===== config.mk =====
export PLATFORM = sky130hd
export DESIGN_NAME = cla_nibble_serial_ctrl
export DESIGN_NICKNAME = d
export VERILOG_FILES = /design/src/rtl/cla_nibble_serial_ctrl.sv
export SDC_FILE = /design/constraint.sdc
export NUM_CORES = 1
export LEC_CHECK = 0
export BUFFER_PORTS_ARGS = -buffer_cell sky130_fd_sc_hd__buf_2
export CORE_MARGIN = 2
export CORE_UTILIZATION = 25
export DETAILED_ROUTE_END_ITERATION = 8
export PLACE_DENSITY = 0.52
export SYNTH_ARGS = -nofsm -noshare
export SYNTH_HDL_FRONTEND = slang
export SYNTH_SLANG_ARGS = --single-unit

===== constraint.sdc =====
create_clock -name clk -period 4 [get_ports clk]
set_clock_uncertainty 0.1 [all_clocks]
set_input_delay 1 -clock clk [delete_from_list [all_inputs] [get_ports clk]]
set_output_delay 1 -clock clk [all_outputs]
set_load 0.01 [all_outputs]

===== src/rtl/cla_nibble_serial_ctrl.sv =====
// Nibble-serial WIDTH-bit adder built around one shared 4-bit carry-lookahead slice.
// Latency: out_valid rises WIDTH/4 cycles after the accept edge; one accept per WIDTH/4+2 cycles at best.
// Backpressure: result is held in DONE until out_ready; in_ready is low while busy. Optional macro: CLA_SUB_EN.
module cla_nibble_serial_ctrl #(
  parameter int WIDTH = 16
) (
  input  logic             clk,
  input  logic             rst_n,
  input  logic             in_valid,
  output logic             in_ready,
  input  logic [WIDTH-1:0] in_a,
  input  logic [WIDTH-1:0] in_b,
  input  logic             in_cin,
`ifdef CLA_SUB_EN
  input  logic             in_sub,
`endif
  output logic             out_valid,
  input  logic             out_ready,
  output logic [WIDTH-1:0] out_sum,
  output logic             out_cout,
  output logic             busy
);

  localparam int N    = WIDTH / 4;
  localparam int IDXW = (N > 1) ? $clog2(N) : 1;
  localparam logic [IDXW-1:0] LAST = IDXW'(N - 1);

  typedef enum logic [1:0] {IDLE, RUN, DONE} state_t;

  state_t            state, state_nxt;
  logic [IDXW-1:0]   idx;
  logic [WIDTH-1:0]  a_q, b_q;
  logic              carry;
  logic              sub_q;
  logic              cin_eff;
  logic [3:0]        a_nib, b_nib, g, p, sum_nib;
  logic [4:0]        c;

`ifdef CLA_SUB_EN
  // Subtraction forces the carry-in to 1 so that A + ~B + 1 = A - B.
  assign cin_eff = in_sub ? 1'b1 : in_cin;
`else
  assign cin_eff = in_cin;
`endif

  assign in_ready  = (state == IDLE);
  assign out_valid = (state == DONE);
  assign busy      = (state != IDLE);

  // State register.
  always_ff @(posedge clk or negedge rst_n) begin
    if (!rst_n) state <= IDLE;
    else        state <= state_nxt;
  end

  // Next-state logic: accept, walk N nibbles, hold the result until taken.
  always_comb begin
    state_nxt = state;
    case (state)
      IDLE:    if (in_valid)        state_nxt = RUN;
      RUN:     if (idx == LAST)     state_nxt = DONE;
      DONE:    if (out_ready)       state_nxt = IDLE;
      default:                      state_nxt = IDLE;
    endcase
  end

  // Select the current operand nibbles; B is inverted for subtraction.
  always_comb begin
    a_nib = '0;
    b_nib = '0;
    for (int i = 0; i < N; i++) begin
      if (idx == IDXW'(i)) begin
        a_nib = a_q[4*i +: 4];
        b_nib = b_q[4*i +: 4];
      end
    end
    if (sub_q) b_nib = ~b_nib;
  end

  // 4-bit carry-lookahead slice: every carry is computed directly from g, p and the chained carry.
  always_comb begin
    g    = a_nib & b_nib;
    p    = a_nib ^ b_nib;
    c[0] = carry;
    c[1] = g[0] | (p[0] & c[0]);
    c[2] = g[1] | (p[1] & g[0]) | (p[1] & p[0] & c[0]);
    c[3] = g[2] | (p[2] & g[1]) | (p[2] & p[1] & g[0]) | (p[2] & p[1] & p[0] & c[0]);
    c[4] = g[3] | (p[3] & g[2]) | (p[3] & p[2] & g[1]) | (p[3] & p[2] & p[1] & g[0])
         | (p[3] & p[2] & p[1] & p[0] & c[0]);
    sum_nib = p ^ c[3:0];
  end

  // Datapath: capture operands on accept, then write one result nibble per RUN cycle.
  always_ff @(posedge clk or negedge rst_n) begin
    if (!rst_n) begin
      a_q      <= '0;
      b_q      <= '0;
      carry    <= 1'b0;
      sub_q    <= 1'b0;
      idx      <= '0;
      out_sum  <= '0;
      out_cout <= 1'b0;
    end else if (state == IDLE) begin
      if (in_valid) begin
        a_q   <= in_a;
        b_q   <= in_b;
        carry <= cin_eff;
        idx   <= '0;
`ifdef CLA_SUB_EN
        sub_q <= in_sub;
`else
        sub_q <= 1'b0;
`endif
      end
    end else if (state == RUN) begin
      for (int i = 0; i < N; i++) begin
        if (idx == IDXW'(i)) out_sum[4*i +: 4] <= sum_nib;
      end
      carry <= c[4];
      if (idx == LAST) out_cout <= c[4];
      else             idx      <= idx + IDXW'(1);
    end
  end

endmodule


=== Word level (Yosys, flattened, before mapping) ===
Index checks and enable logic that the tools add are counted.

* Bitwise operators: 30
* Eq/ne operators: 9
* Muxes and demuxes: 19
* Reductions and logical operators: 12
* $add $sub $neg: 1

{| class="wikitable"
|+ Operator list
! kind !! number
|-
| two-way mux 4 bit || 8
|-
| AND reduction 3 bit || 6
|-
| bitwise AND 1 bit || 16
|-
| two-way mux 2 bit || 7
|-
| bitwise OR 1 bit || 10
|-
| XOR 4 bit || 2
|-
| equality test 2 bit (second input constant) || 3
|-
| != test 2 bit (second input constant) || 3
|-
| case mux 2 bit (3 select lines) || 1
|-
| bitwise AND 4 bit || 1
|-
| equality test 2 x 1 -> 1 bit (second input constant) || 2
|-
| zero test 2 bit || 2
|-
| AND reduction 2 bit || 2
|-
| nonzero test 2 bit || 2
|-
| two-way mux 1 bit || 3
|-
| adder 2 x 1 -> 2 bit (second input constant) || 1
|-
| != test 2 x 1 -> 1 bit (second input constant) || 1
|-
| NOT 1 bit || 1
|}

* Word-level logic and storage cells: 81
* Input port bits: 37
* Output and inout bits: 20
* Bits in registers: 54

=== Depth between registers and ports, before layout ===
* Word-level depth: 13
* Mapped depth: 11
* Gate-level depth less buffers: 9

=== Worst setup path after synthesis ===
Ideal clock, no wire load.

* Kind: register to register
* From: register idx[0]
* To: register out_sum[10]
* Library setup time: 0.096 ns
* Required time: 3.804 ns
* Buffers on the path: 0
* Stages on the path, launching flop included: 10
* Data arrival time: 2.635 ns
* Path slack: 1.169 ns
* Cell sequence: dfrtp_1 inv_1 ha_1 nor2b_1 a221oi_1 o31ai_1 ha_1 a211oi_2 nor2_1 o31ai_1

* Cells in the longest elaborated chain, start to end: 10
* Elaborated cells on any way between the ends: 21
* Those cells by class: eq/ne: 3; mux: 8; bitwise: 8; reduce/logical: 2

{| class="wikitable"
|+ RTL lines
! element !! RTL line !! RTL
|-
| start, declared || 31 || <nowiki>logic [IDXW-1:0] idx;</nowiki>
|-
| start signal, assigned || 121 || <nowiki>else idx <= idx + IDXW'(1);</nowiki>
|-
| zero test 2 bit || 72 || <nowiki>if (idx == IDXW'(i)) begin</nowiki>
|-
| two-way mux 4 bit (4 in a row) || 72 ||
|-
| XOR 4 bit / bitwise AND 4 bit (equally long branches) || 83, 82 ||
|-
| bitwise AND 1 bit || 86 || <nowiki>c[2] = g[1] | (p[1] & g[0]) | (p[1] & p[0] & c[0]);</nowiki>
|-
| bitwise OR 1 bit / bitwise AND 1 bit (equally long branches) || 86 ||
|-
| bitwise OR 1 bit || 86 ||
|-
| XOR 4 bit || 90 || <nowiki>sum_nib = p ^ c[3:0];</nowiki>
|-
| end signal, assigned by index || 117 || <nowiki>if (idx == IDXW'(i)) out_sum[4*i +: 4] <= sum_nib;</nowiki>
|-
| end, declared || 19 || <nowiki>output logic [WIDTH-1:0] out_sum,</nowiki>
|}

Parallel ways exist; a longest one is shown, timed or not.
A chain may end at the register's enable or synchronous reset.

=== Final worst setup path ===
* From: register idx[1]
* To: register out_sum[10]

Same word-level chain as after synthesis.

==> impl_metrics.py <==
metrics = {
    "worst_setup_path": {
        "timing.critical_path.slowest_cell_delay_ns": 0.48,
        "critical_path.n_buffers_inverters": 1,
        "crit_start": "idx[1]$_DFFE_PN0P_",
        "ordered_cell_list_for_the_critical_path": "inv_1 -> ha_1 -> nor2b_1 -> a221oi_1 -> o31ai_1 -> ha_1 -> a211oi_2 -> nor2_1 -> o31ai_1",
        "critical_path.startpoint_type": "flop",
        "reg2reg_setup_slack_ns": 0.64,
        "crit-reg2reg-launch": "idx[1]$_DFFE_PN0P_",
        "critPathArrivalTime_ns": 3.47,
        "critical_path_peak_fanout": 13,
        "depth_of_the_worst_register_to_register_path": 9,
        "critical_path_type": "reg2reg",
        "cp.required_ns": 4.12,
        "timing.critical_path.max_delay_family": "compound AO/OA/AOI/OAI gates",
        "critical_path.slowest_cell": "sky130_fd_sc_hd__a211oi_2",
        "end_of_the_worst_register_to_register_path": "out_sum[10]$_DFFE_PN0P_",
        "levels_on_crit_path": 9,
        "endpoint_kind": "flop",
    },
    "layout": {
        "final_cell_count_without_fillers": 416,
        "seq_cell_area_um2": 1350,
        "postLayoutCellArea_um2": 3200,
        "drive_gt1_share_pct": 36.8,
        "num-nets-final": 326,
        "multi_input_area_um2": 1240,
        "nFillCells": 1092,
        "diodes": 0,
        "post-route-util_pct": 30.8,
        "area_growth_pct": 18.5,
    },
    "synthesis": {
        "yosys_most_used_dff": "sky130_fd_sc_hd__dfrtp_1",
        "post_synth_design_cell_area_um2": 2710,
        "syn_area_per_cell_um2": 12.0,
        "syn_inst": 226,
        "synth_async_sr_flop_share_pct": 100,
        "synth-seq-area-share_pct": 50.0,
        "mappedNetlistNets": 272,
        "number_of_enable_type_register_cells_in_the_synthesized_netlist": 0,
        "yosys.cell_types.count": 40,
        "count_of_state_elements_after_synthesis": 54,
        "yosys_warnings": 0,
    },
    "grt": {
        "globalRoute.busiestLayer": "met2",
        "grt_antenna_before_repair": 0,
        "first_global_vias": 1934,
        "met3_track_usage_gr_pct": 2.29,
        "total_overflow_reported_by_the_global_router": 0,
        "grt_max_degree": 37,
        "total_global_routing_track_utilization_pct": 10.9,
        "globalRouteMet2Util_pct": 16.8,
        "grt_first_pass_wirelength_mm": 9.94,
        "use_met1_pct": 15.9,
    },
    "drt": {
        "drt.antenna.violating_nets": 0,
        "drt_wl_total_mm": 6.14,
        "drt_drc_violations_left": 0,
        "drt-initial-drc-count": 86,
        "vias": 1943,
        "drt_pre_antenna_iters": 4,
        "wire_per_inst_um": 14.8,
        "drt-vias-per-instance": 4.67,
    },
    "clock_tree": {
        "h-tree-depth": 2,
        "cts_buffers": 5,
        "tritoncts": "done",
        "cts_hold_buffers": 0,
        "cts.repair_timing.setup_buffer_count": 0,
        "post_cts_resize_count": 0,
        "worst_skew_pair.late_latency_ns": 0.30,
        "clk_path_buf_depth": 2,
        "clock-sinks": 54,
        "worst_setup_hold_path_clk_slew_ns": 0.10,
        "clock_tree.root_cell": "sky130_fd_sc_hd__clkbuf_8",
    },
    "power_and_ir_drop": {
        "leakage_power_nw": 1.49,
        "peakVddDrop_mv": 0.340,
        "powerDensity_nw_per_um2": 959,
    },
    "sta": {
        "setup_total_negative_slack_ns": 0,
        "fin_crit_ns": 3.36,
        "setup_viol_count_final": 0,
        "hold_ws_ns": 0.382,
        "max-slew-margin-rel_pct": 45.4,
        "hold_viol_final": 0,
        "rsz_0062_raised_after_global_routing": "false",
        "report.final.slew_viol_count": 0,
        "achievable_clock_frequency_mhz": 298,
        "final.period_utilization_pct": 83.9,
        "tightest_slew_ns": 0.819,
    },
    "place": {
        "io_buf_count": 56,
        "placed_cells": 409,
        "dpl_cell_area_um2": 3090,
        "detailed_place_hpwl_mm": 4.62,
        "finalWeightedCongestion": 0.803,
    },
    "min_path": {
        "worst_hold_path_startpoint": "out_sum[1]$_DFFE_PN0P_",
        "min_path_type": "reg2reg",
        "hold_end": "out_sum[1]$_DFFE_PN0P_",
        "timing.hold.worst_path_depth": 2,
    },
    "floorplan": {
        "chipHeight_um": 108,
        "placement_rows": 37,
        "dieArea_um2": 11700,
        "core-area_um2": 10400,
        "initial_utilization_pct": 26.0,
        "num_io_pins": 57,
        "fp.dieW_um": 108,
    },
    "status": {
        "outcome": "completed",
    },
    "run": {
        "timing.max_cap.violations": 0,
    },
}
final cells by class:
cell class              instances  share of cell area, %
clock buffers                   6                   2.58
clock inverters                 1                  0.937
inverters                      10                   1.17
multi-input cells             151                   38.6
flip-flops and latches         54                   42.2
well taps                     136                   5.31
repair buffers                 58                   9.22
worst max-delay path by stage:
stage | to | slack (ns)
after floorplan | out_sum[10]$_DFFE_PN0P_ | 1.17
after global placement | out_sum[6]$_DFFE_PN0P_ | 0.83
after detailed placement | out_sum[10]$_DFFE_PN0P_ | 0.69
after CTS | out_sum[10]$_DFFE_PN0P_ | 0.66
after global routing | out_sum[2]$_DFFE_PN0P_ | 0.32
final | out_sum[10]$_DFFE_PN0P_ | 0.64
routing by layer:
metal	routed length, um	vias to the layer above
met2	2710	54
met1	3080	958
met4	36	0
li1	-	926
met5	0	-
met3	304	5
report_power, final:
group	internal (W)	switching (W)
Clock	0.000201	0.000172
Sequential	0.000825	0.000202
Combinational	0.000746	0.000928
Total	0.00177	0.00130
worst register-to-register path, cell delays in order, from the launching register on:
cell and delay, ns:
sky130_fd_sc_hd__dfrtp_1 0.44, sky130_fd_sc_hd__inv_1 0.09, sky130_fd_sc_hd__ha_1 0.37, sky130_fd_sc_hd__nor2b_1 0.42
sky130_fd_sc_hd__a221oi_1 0.14, sky130_fd_sc_hd__o31ai_1 0.43, sky130_fd_sc_hd__ha_1 0.34, sky130_fd_sc_hd__a211oi_2 0.48
sky130_fd_sc_hd__nor2_1 0.18, sky130_fd_sc_hd__o31ai_1 0.27
cell usage after synthesis (2+ instances only):
library cell / instances / share of area, %
sky130_fd_sc_hd__dfrtp_1: 54 / 50
sky130_fd_sc_hd__mux2_2: 31 / 13
sky130_fd_sc_hd__nand2_1: 22 / 3.1
sky130_fd_sc_hd__o21ai_0: 11 / 2.0
sky130_fd_sc_hd__inv_1: 10 / 1.4
sky130_fd_sc_hd__nor2b_1: 10 / 2.3
sky130_fd_sc_hd__o31ai_1: 10 / 2.8
sky130_fd_sc_hd__ha_1: 8 / 3.7
sky130_fd_sc_hd__a221oi_1: 6 / 1.9
sky130_fd_sc_hd__mux2i_1: 6 / 2.2
sky130_fd_sc_hd__a21oi_1: 5 / 0.92
sky130_fd_sc_hd__a22o_1: 5 / 1.6
sky130_fd_sc_hd__buf_6: 4 / 1.7
sky130_fd_sc_hd__nand3_1: 4 / 0.74
sky130_fd_sc_hd__or4_1: 4 / 1.1
sky130_fd_sc_hd__nand3b_4: 3 / 2.2
sky130_fd_sc_hd__nor2_1: 3 / 0.42
sky130_fd_sc_hd__o2111ai_1: 3 / 0.97
sky130_fd_sc_hd__a31oi_1: 2 / 0.46
sky130_fd_sc_hd__buf_2: 2 / 0.37
sky130_fd_sc_hd__clkbuf_1: 2 / 0.28
sky130_fd_sc_hd__mux2_1: 2 / 0.83
sky130_fd_sc_hd__or2_2: 2 / 0.46
per-stage QoR:
step / worst slack [ns] / power (W)
6_report: 0.645 / 0.00307
5_1_grt: 0.324 / 0.00335
4_1_cts: 0.662 / 0.00310
3_5_place_dp: 0.690 / 0.00272
3_3_place_gp: 0.835 / 0.00269
2_1_floorplan: 1.17 / 0.00226
flip-flops by register name, indices dropped and copies added, names as in the netlist:
signal	flops
a_q	16
b_q	16
out_sum	16
idx	2
state	2
carry	1
out_cout	1
placed cells by master, fill, tap and decap left out, drive strengths merged:
cell / netlist / routed
buf: 8 / 58
dfrtp: 54 / 54
mux2: 33 / 33
nand2: 22 / 22
o21ai: 12 / 12
inv: 10 / 10
nor2b: 10 / 10
o31ai: 10 / 10
ha: 8 / 8
a221oi: 6 / 6
mux2i: 6 / 6
clkbuf: 3 / 6
a21oi: 5 / 5
a22o: 5 / 5
or4: 4 / 4
nand3: 4 / 4
nand3b: 4 / 4
o2111ai: 3 / 3
nor2: 3 / 3
or2: 2 / 2
a31oi: 2 / 2
nand2b: 1 / 1
nor3b: 1 / 1
a211oi: 1 / 1
and3b: 1 / 1
o211ai: 1 / 1
a211o: 1 / 1
o21bai: 1 / 1
nor4b: 1 / 1
a221o: 1 / 1
xnor2: 1 / 1
or3: 1 / 1
fa: 1 / 1
bufinv: 0 / 1
cell families after synthesis:
| kind of cell | count (synthesis) | synth area share [%] |
|---|---|---|
| adder cells (fa/ha/maj) | 9 | 4.44 |
| XOR/XNOR | 1 | 0.324 |
| multiplexers | 39 | 16.0 |
| flip-flops | 54 | 50.0 |
| AND/OR/NAND/NOR | 54 | 12.4 |
| AO/OA/AOI/OAI | 48 | 12.6 |
| buffers and inverters | 21 | 4.30 |
No activity file was read; power rests on OpenSTA's default activity.
